`src/rtl/scr1_ahb_tcm_slv.sv`:
```
// AHB-Lite slave for a single-port TCM SRAM: zero wait states, one stall on read-after-write, hreadyout low only in RD_STALL/ERR1.
// SCR1_AHB_TCM_SLV_ERR_EN: ERROR-respond to bad size/alignment/range instead of normalising them.
module scr1_ahb_tcm_slv #(
  parameter int SCR1_TCM_AWIDTH = 12
) (
  input  logic                       rst_n,
  input  logic                       clk,
  input  logic                       hsel,
  input  logic [1:0]                 htrans,
  input  logic [2:0]                 hsize,
  input  logic                       hwrite,
  input  logic [31:0]                haddr,
  input  logic [31:0]                hwdata,
  input  logic                       hready,
  output logic                       hreadyout,
  output logic [31:0]                hrdata,
  output logic                       hresp,
  output logic                       mem_req,
  output logic                       mem_we,
  output logic [3:0]                 mem_be,
  output logic [SCR1_TCM_AWIDTH-1:0] mem_addr,
  output logic [31:0]                mem_wdata,
  input  logic [31:0]                mem_rdata
);

  typedef enum logic [2:0] {IDLE, WR, RD, RD_STALL, ERR1, ERR2} state_t;

  state_t                     state, state_nxt;
  logic                       acc, err_n, ld;
  logic [2:0]                 size_n, size_r;
  logic [1:0]                 off_n, off_r;
  logic [SCR1_TCM_AWIDTH-1:0] word_n, addr_r, addr_c;
  logic                       req_c, we_c, rdy_c;
  logic [3:0]                 be_c;
  logic [31:0]                wdata_c;

  function automatic logic [3:0] be_of(input logic [2:0] sz, input logic [1:0] off);
    case (sz)
      3'd0:    be_of = 4'b0001 << off;
      3'd1:    be_of = off[1] ? 4'b1100 : 4'b0011;
      default: be_of = 4'b1111;
    endcase
  endfunction

  assign acc    = hsel & hready & ((htrans == 2'b10) | (htrans == 2'b11));
  assign word_n = SCR1_TCM_AWIDTH'(haddr >> 2);

  // Oversized transfers become words and lanes are aligned down; the error build rejects these first.
  always_comb begin
    size_n = (hsize > 3'd2) ? 3'd2 : hsize;
    off_n  = haddr[1:0];
    case (size_n)
      3'd1:    off_n[0] = 1'b0;
      3'd2:    off_n    = 2'b00;
      default: ;
    endcase
  end

`ifdef SCR1_AHB_TCM_SLV_ERR_EN
  assign err_n = (hsize > 3'd2)
               | ((hsize == 3'd1) & haddr[0])
               | ((hsize == 3'd2) & (haddr[1:0] != 2'b00))
               | (|(haddr >> (SCR1_TCM_AWIDTH + 2)));
`else
  assign err_n = 1'b0;
`endif

  always_comb begin
    state_nxt = state;
    ld        = 1'b0;
    req_c     = 1'b0;
    we_c      = 1'b0;
    rdy_c     = 1'b1;
    addr_c    = addr_r;
    be_c      = be_of(size_r, off_r);
    wdata_c   = '0;

    case (state)
      WR: begin
        req_c   = 1'b1;
        we_c    = 1'b1;
        wdata_c = hwdata;
      end
      RD_STALL: begin
        req_c = 1'b1;
        rdy_c = 1'b0;
      end
      ERR1:    rdy_c = 1'b0;
      default: ;
    endcase

    case (state)
      RD_STALL: state_nxt = RD;
      ERR1:     state_nxt = ERR2;
      default: begin
        state_nxt = IDLE;
        if (acc) begin
          ld = 1'b1;
          if (err_n) begin
            state_nxt = ERR1;
          end else if (hwrite) begin
            state_nxt = WR;
          end else if (state == WR) begin
            // SRAM port is busy with the write this cycle; replay the read next cycle.
            state_nxt = RD_STALL;
          end else begin
            state_nxt = RD;
            req_c     = 1'b1;
            addr_c    = word_n;
            be_c      = be_of(size_n, off_n);
          end
        end
      end
    endcase
  end

  always_ff @(posedge clk) begin
    if (!rst_n) state <= IDLE;
    else        state <= state_nxt;
  end

  always_ff @(posedge clk) begin
    if (!rst_n) begin
      addr_r <= '0;
      size_r <= '0;
      off_r  <= '0;
    end else if (ld) begin
      addr_r <= word_n;
      size_r <= size_n;
      off_r  <= off_n;
    end
  end

  // Outputs are forced to reset values while rst_n is low so an interrupted write never reaches the SRAM.
  assign mem_req   = rst_n & req_c;
  assign mem_we    = rst_n & we_c;
  assign mem_be    = mem_req ? be_c : 4'b0000;
  assign mem_addr  = addr_c;
  assign mem_wdata = wdata_c;
  assign hreadyout = ~rst_n | rdy_c;
  assign hrdata    = (rst_n && (state == RD)) ? mem_rdata : 32'h0;

`ifdef SCR1_AHB_TCM_SLV_ERR_EN
  assign hresp = rst_n & ((state == ERR1) | (state == ERR2));
`else
  assign hresp = 1'b0;
`endif

endmodule

```
`config.mk`:
```
export PLATFORM = sky130hd
export DESIGN_NAME = scr1_ahb_tcm_slv
export DESIGN_NICKNAME = d
export VERILOG_FILES = /design/src/rtl/scr1_ahb_tcm_slv.sv
export SDC_FILE = /design/constraint.sdc
export NUM_CORES = 1
export LEC_CHECK = 0
export ABC_AREA = 1
export ABC_CLOCK_PERIOD_IN_PS = 1770
export CAP_MARGIN = 25
export CORE_AREA = 3 3 73 75
export CTS_BUF_LIST = sky130_fd_sc_hd__clkbuf_4
export DETAILED_ROUTE_END_ITERATION = 8
export DIE_AREA = 0 0 76 78
export DONT_BUFFER_PORTS = 1
export HOLD_SLACK_MARGIN = 0.05
export PLACE_DENSITY = 0.58
export SYNTH_ARGS = -nofsm -noshare
export SYNTH_HDL_FRONTEND = slang
export SYNTH_SLANG_ARGS = --single-unit
export TNS_END_PERCENT = 10
```
`constraint.sdc`:
```
create_clock -name clk -period 1.77 [get_ports clk]
set_input_delay 0.2655 -clock clk [delete_from_list [all_inputs] [get_ports clk]]
set_output_delay 0.2655 -clock clk [all_outputs]
set_load 0.005 [all_outputs]
```
-- Word-level counts from Yosys, hierarchy flattened
Index checks and enable logic that the tools add are counted.
Widths: inputs -> output; s select.
- flip-flop bits (word level): 20
- latch bits: 0
- bits in writable memories: 0
- ROM bits: 0
- bits of input ports: 106
- output and inout port bits: 84
- word-level logic and storage cells: 60
- memories: 0
- $add $sub $neg: 0
- multipliers: 0
- div/mod/pow operators: 0
- $lt $le $gt $ge: 1
- equal/unequal tests: 9
- shift-type cells: 2
- mux-type cells: 31
- bitwise logic cells: 7
- reductions and logical operators: 6
- operators by type and width (operator ; count):
    $mux 32 ; 2
    $mux 12 ; 4
    $mux 4 ; 7
    $pmux 4 s2 ; 2
    $mux 1 ; 12
    $eq 3x1->1 const B ; 3
    $eq 3x2->1 const B ; 3
    $shl 1x2->4 const A ; 2
    $logic_not 3->1 ; 2
    $pmux 3 s2 ; 1
    $reduce_or 2->1 ; 3
    $and 1x1->1 ; 4
    $eq 2x2->1 const B ; 2
    $mux 2 ; 2
    $eq 3x3->1 const B ; 1
    $gt 3x2->1 const B ; 1
    $mux 3 ; 1
    $or 1x1->1 ; 2
    $logic_and 1x1->1 ; 1
    $not 1->1 ; 1

-- Longest topological paths before layout
Gate-level depths: netlist of run 1.
- depth after elaboration: 12
- depth in mapped cells: 8
- gate-level depth less buffers: 8

-- Worst setup path after synthesis of run 1
No wires, ideal clock.
- path type: register -> output
- start point: register state[2]
- end point: output port mem_addr[10]
- data arrival time: 1124 ps
- data required time: 1505 ps
- slack: 381 ps
- cell stages (with the launch flop): 8
- buffers on the path: 1
- cells stage by stage: dfxtp_1 > inv_2 > nand3_1 > nand2_2 > nor2_8 > nand2_4 > buf_6 > o21ai_2
- longest elaborated chain between the ends: 5
- elaborated cells between the ends (all ways): 8
- classes of those cells: 3 x eq/ne; 4 x mux; 1 x reduce/logical
- RTL lines (item ; line ; source):
    from (decl) ; 28 ; state_t state, state_nxt;
    from (signal assigned) ; 119 ; else state <= state_nxt;
    $eq 3x1->1 ; 103 ; end else if (state == WR) begin
    $mux 12 ; 103 ;
    $mux 12 ; 101 ; end else if (hwrite) begin
    $mux 12 ; 97 ; if (acc) begin
    $mux 12 (*) ; 92 ; case (state)
    to (decl) ; 21 ; output logic [SCR1_TCM_AWIDTH-1:0] mem_addr,
Every way passes the cells marked *; elsewhere a longest branch is shown, timed or not.

-- Worst setup path in the final report of run 1
- start point: register state[1]
- end point: output port mem_addr[5]
Same word-level chain as after synthesis.

==> results.cfg, run 1 <==
[logic_synthesis]
synth_top_family_by_area = simple AND/OR/NAND/NOR gates
synth_simple_gate_area_share_pct = 34.29
synth_area_leaders = dfxtp_1, inv_1, nor2_1
synth_top_area_cell = dfxtp_1
synth.top_cell.area_share_pct = 23.05
synth_nets = 425
synth-adder-area-share_pct = 0
synth_mux_area_share_pct = 0
synthXorXnorAreaFrac_pct = 0
syn_area_mm2 = 0.001737
synth_seq_area_share_pct = 23.05
synthCells = 319
yosysWarnings = 0
synth_compound_area_share_pct = 16.93
syn_area_per_cell_um2 = 5.444
ys_seq_elements = 20
ys_types = 21

[sta]
finalMaxSlewViolations = 0
fin_crit_sh_pct = 97.09
final.setup.tns_ns = 0
rsz0062_at_grt = yes
layout_setup_ws_ns = 0.05150
whs_ns = 0.09430
final.min_clock_period_ns = 1.719
finalClockSkew_ns = 0.003170
fmax_mhz = 581.9
setup_viol = 0
hold_viol_final = 0

[layout]
utilization_pct = 43.36
final_area_mm2 = 0.002048
fillers = 482
diodes = 0
syn_to_final_growth_pct = 17.94
nets = 432
drive_gt1_share_pct = 18.52
layout.cells.non_filler = 391

[placed_design]
place_hpwl_um = 3640
gp_congestion = 0.7873
dp_slack_ns = 0.1631
placed_cell_area_mm2 = 0.001815
dp_cells = 379
port_buffers = 0

[clock_tree]
htreeDepth = 1
cts.sinks = 20
cts_buffers = 3
cts_tree = yes
clk_path_buf_depth = 2
clockRootBuffer = clkbuf_4
ctsHoldBuffers = 0
clk_pin_slew_ns = 0.10
clk_latency_ns = 0.30

[global_route]
grt_max_degree = 34
grt_overflow = 0
antenna_found_initial = 0
grt_usage_pct = 13.89
grt_pass1_wl_um = 6906
grt_pass1_vias = 1509

[detailed_routing]
firstDrtPassIters = 4
via_count = 1770
drc = 0
ant_nets = 0
wl_per_cell_um = 12.17
drt-total-wl_um = 4759
viasPerCell = 4.527
drtIter0Drc = 46

[worst_setup_path]
end_kind = primary output
slowest_stage = dfxtp_4
startpoint_type = register
slowest_delay_ns = 0.39
required_ns = 1.50
critPathMaxFanout = 12
cp.arrival_ns = 1.45
path_cells = inv_4, nand3_4, nand2_4, nor2_8, nand2_8, clkbuf_16, o21ai_2
crit_type = register to primary output

[floorplan]
start_util_pct = 36.77
die_y_um = 78
die_area_mm2 = 0.005928
io_pins = 190
rows = 25
core_area_mm2 = 0.004723
dieWidth_um = 76

[power]
leakage_nw = 1.192
power_mw = 0.8908
p_per_area_mw_per_mm2 = 434.9
ir_drop_mv = 0.5245

[hold_path]
hp-class = input port to register

[run_status]
status = complete, no violations

[flow_run]
cap_violations = 0
==> routing by layer <==
layer / up-vias / global-route usage (%) / share of wire (%)
li1: 931 / - / -
met1: 749 / 16.36 / 41
met2: 86 / 24.47 / 50
met3: 4 / 4.524 / 8.0
met4: 0 / 3.261 / 0.97
met5: - / 0 / 0
==> cells by family (layout without fill, tap and decap cells) <==
kind of cell | count (synthesis) | after routing
and+or+nand+nor | 139 | 139
AOI/OAI and AO/OA | 49 | 49
DFF | 20 | 20
other | 1 | 1
buffers and inverters | 110 | 115
==> layout by cell type, fill, tap and decap left out, drive strengths merged <==
| cell type | instances |
|---|---|
| a21oi | 19 |
| a31o | 1 |
| buf | 15 |
| clkbuf | 4 |
| conb | 1 |
| dfxtp | 20 |
| inv | 96 |
| nand2 | 46 |
| nand3 | 10 |
| nand4 | 2 |
| nor2 | 81 |
| o21ai | 29 |
==> registers in the layout, indices dropped and copies added, names as in the netlist <==
register and flops:
off_r 2, state 3, addr_r 12, size_r 3
==> worst max-delay path, delay by kind of cell, from the launching register on <==
family | cells | cell delay (ns)
AND/OR/NAND/NOR | 4 | 0.40
buffers and inverters | 2 | 0.23
flip-flops | 1 | 0.39
AO/OA/AOI/OAI | 1 | 0.13
==> repair_timing <==
action,4_1_cts,5_1_grt
pin swaps,1,3
gates resized for setup,5,26
gates cloned,0,2
setup buffers,3,4
endpoints found under the setup margin,39,13
==> report_power, final <==
part | switching (mW) | internal (mW) | leakage, nW
Clock | 0.134 | 0.0793 | 0.0138
Sequential | 0.0135 | 0.465 | 0.165
Combinational | 0.122 | 0.0772 | 1.01
==> area by class of cell <==
| type | count | area (um^2) | area share [%] |
|---|---|---|---|
| Tap cell | 67 | 83.83 | 4.093 |
| Multi-Input combinational cell | 189 | 996.0 | 48.63 |
| Timing Repair Buffer | 16 | 166.4 | 8.125 |
| Sequential cell | 20 | 411.6 | 20.10 |
| Inverter | 96 | 367.9 | 17.96 |
| Clock buffer | 3 | 22.52 | 1.100 |
==> final timing paths <==
kind	slack [ns]	start	cells past startpoint	end
worst max-delay path	0.05	state[1]	7	mem_addr[5]
worst min-delay path	0.09	rst_n	2	size_r[1]
worst max register to register	0.44	state[1]	7	size_r[0]
worst min register to register	0.49	size_r[2]	2	size_r[2]
==> Yosys cell counts <==
| cell | instances |
|---|---|
| nor2_8 | 1 |
| nand3_1 | 8 |
| o21ai_1 | 5 |
| a31o_2 | 1 |
| inv_1 | 94 |
| a21oi_1 | 19 |
| clkbuf_1 | 7 |
| nand2_2 | 9 |
| buf_2 | 3 |
| o21ai_0 | 12 |
| conb_1 | 1 |
| buf_6 | 3 |
| nand2_1 | 36 |
| nand4_1 | 2 |
| nand3_2 | 2 |
| nor2_1 | 80 |
| buf_4 | 1 |
| inv_2 | 2 |
| dfxtp_1 | 20 |
| o21ai_2 | 12 |
| nand2_4 | 1 |
Note: power is estimated with default switching activity, not from simulation.
==> run 2, diff against run 1 <==
- PLACE_DENSITY: 0.58 -> default
==> results.cfg, run 2 (synthesis results as in run 1) <==
[run_status]
status = complete, no violations

[global_route]
antenna_found_initial = 0
grt_pass1_wl_um = 6906
grt_usage_pct = 13.97
grt_pass1_vias = 1477
grt_overflow = 0
grt_max_degree = 34

[worst_setup_path]
r2r_cells = 7
crit_type = register to primary output
cp.arrival_ns = 1.47
end_kind = primary output
path_cells = inv_4, nand3_4, nand2_4, nor2_8, nand2_8, clkbuf_16, o21ai_4
slowest_stage = dfxtp_4
required_ns = 1.50
startpoint_type = register
critPathMaxFanout = 9
slowest_delay_ns = 0.41

[sta]
setup_viol = 0
layout_setup_ws_ns = 0.03825
final.min_clock_period_ns = 1.732
fmax_mhz = 577.5
whs_ns = 0.09518
hold_viol_final = 0
rsz0062_at_grt = yes
finalClockSkew_ns = 0.003129
final.setup.tns_ns = 0
fin_crit_sh_pct = 97.84
finalMaxSlewViolations = 0

[placed_design]
port_buffers = 0
dp_cells = 382
dp_slack_ns = 0.1229
gp_congestion = 0.7899
place_hpwl_um = 3880

[hold_path]
hp-class = input port to register
hold_path_depth = 2

[clock_tree]
ctsHoldBuffers = 0
clockRootBuffer = clkbuf_4
htreeDepth = 1
cts.sinks = 20
clk_pin_slew_ns = 0.11
cts_buffers = 3
clk_latency_ns = 0.29
clk_path_buf_depth = 2
cts_tree = yes

[floorplan]
die_y_um = 78
rows = 25
dieWidth_um = 76
core_area_mm2 = 0.004723
io_pins = 190
start_util_pct = 36.77
die_area_mm2 = 0.005928

[detailed_routing]
viasPerCell = 4.537
drt-total-wl_um = 4867
drc = 0
firstDrtPassIters = 4
wl_per_cell_um = 12.45
drtIter0Drc = 72
via_count = 1774
ant_nets = 0

[layout]
layout.cells.non_filler = 391
max_flop_register = addr_r
seq_area_um2 = 406.6
diodes = 0
fillers = 485
layout_common_cells = inv_1, nor2_1, nand2_1
final_common_cell = inv_1
drive_gt1_share_pct = 17.59
syn_to_final_growth_pct = 14.19
largest_reg_flops = 12
multi_input_area_um2 = 944.7
nets = 432
largestRegisters = addr_r x12, size_r x3, state x3

[flow_run]
cap_violations = 0

[power]
leakage_nw = 1.184
p_per_area_mw_per_mm2 = 446.8
ir_drop_mv = 0.4992
power_mw = 0.8860
## run 2: per-stage QoR
| stage | instance area [um^2] | util (%) |
|---|---|---|
| 2_1_floorplan | 1737 | - |
| 3_3_place_gp | 1838 | 38.91 |
| 3_5_place_dp | 1838 | 38.91 |
| 4_1_cts | 1882 | 39.84 |
| 5_1_grt | 1983 | 41.99 |
| 6_report | 1983 | 41.99 |
## run 2: report_power, final
part,internal (mW),switching [mW]
clock,0.0792,0.135
sequential,0.468,0.0117
combinational,0.0707,0.122
total,0.617,0.269
## run 2: path summary, 6_finish.rpt
path / to / startpoint / slack, ns
min reg2reg: size_r[2] / size_r[2] / 0.50
min: off_r[0] / rst_n / 0.1
max reg2reg: size_r[0] / state[0] / 0.41
max: mem_addr[0] / state[0] / 0.04
## run 2: routing by layer
metal | wire [um] | GRT usage, %
met1 | 2156 | 17.80
met2 | 2247 | 23.32
met3 | 383 | 4.292
met4 | 80 | 2.899
met5 | 0 | 0
## run 2: area by class of cell
class,instances,area share (%)
multi-input combinational,189,47.63
sequential,20,20.50
inverter,96,18.30
timing repair buffer,16,8.202
tap,67,4.227
clock buffer,3,1.136
## run 2: critical path, delay by kind of cell, from the launching register on
kind            cells  cell delay (ns)
flops               1             0.41
buf+inv             2             0.22
simple gates        4             0.41
compound gates      1             0.13
## run 2: repair_timing
item,in CTS,in global routing
gates cloned,0,1
pin swaps,2,3
endpoints found under the setup margin,44,12
resized for setup,5,13
buffers inserted,1,4
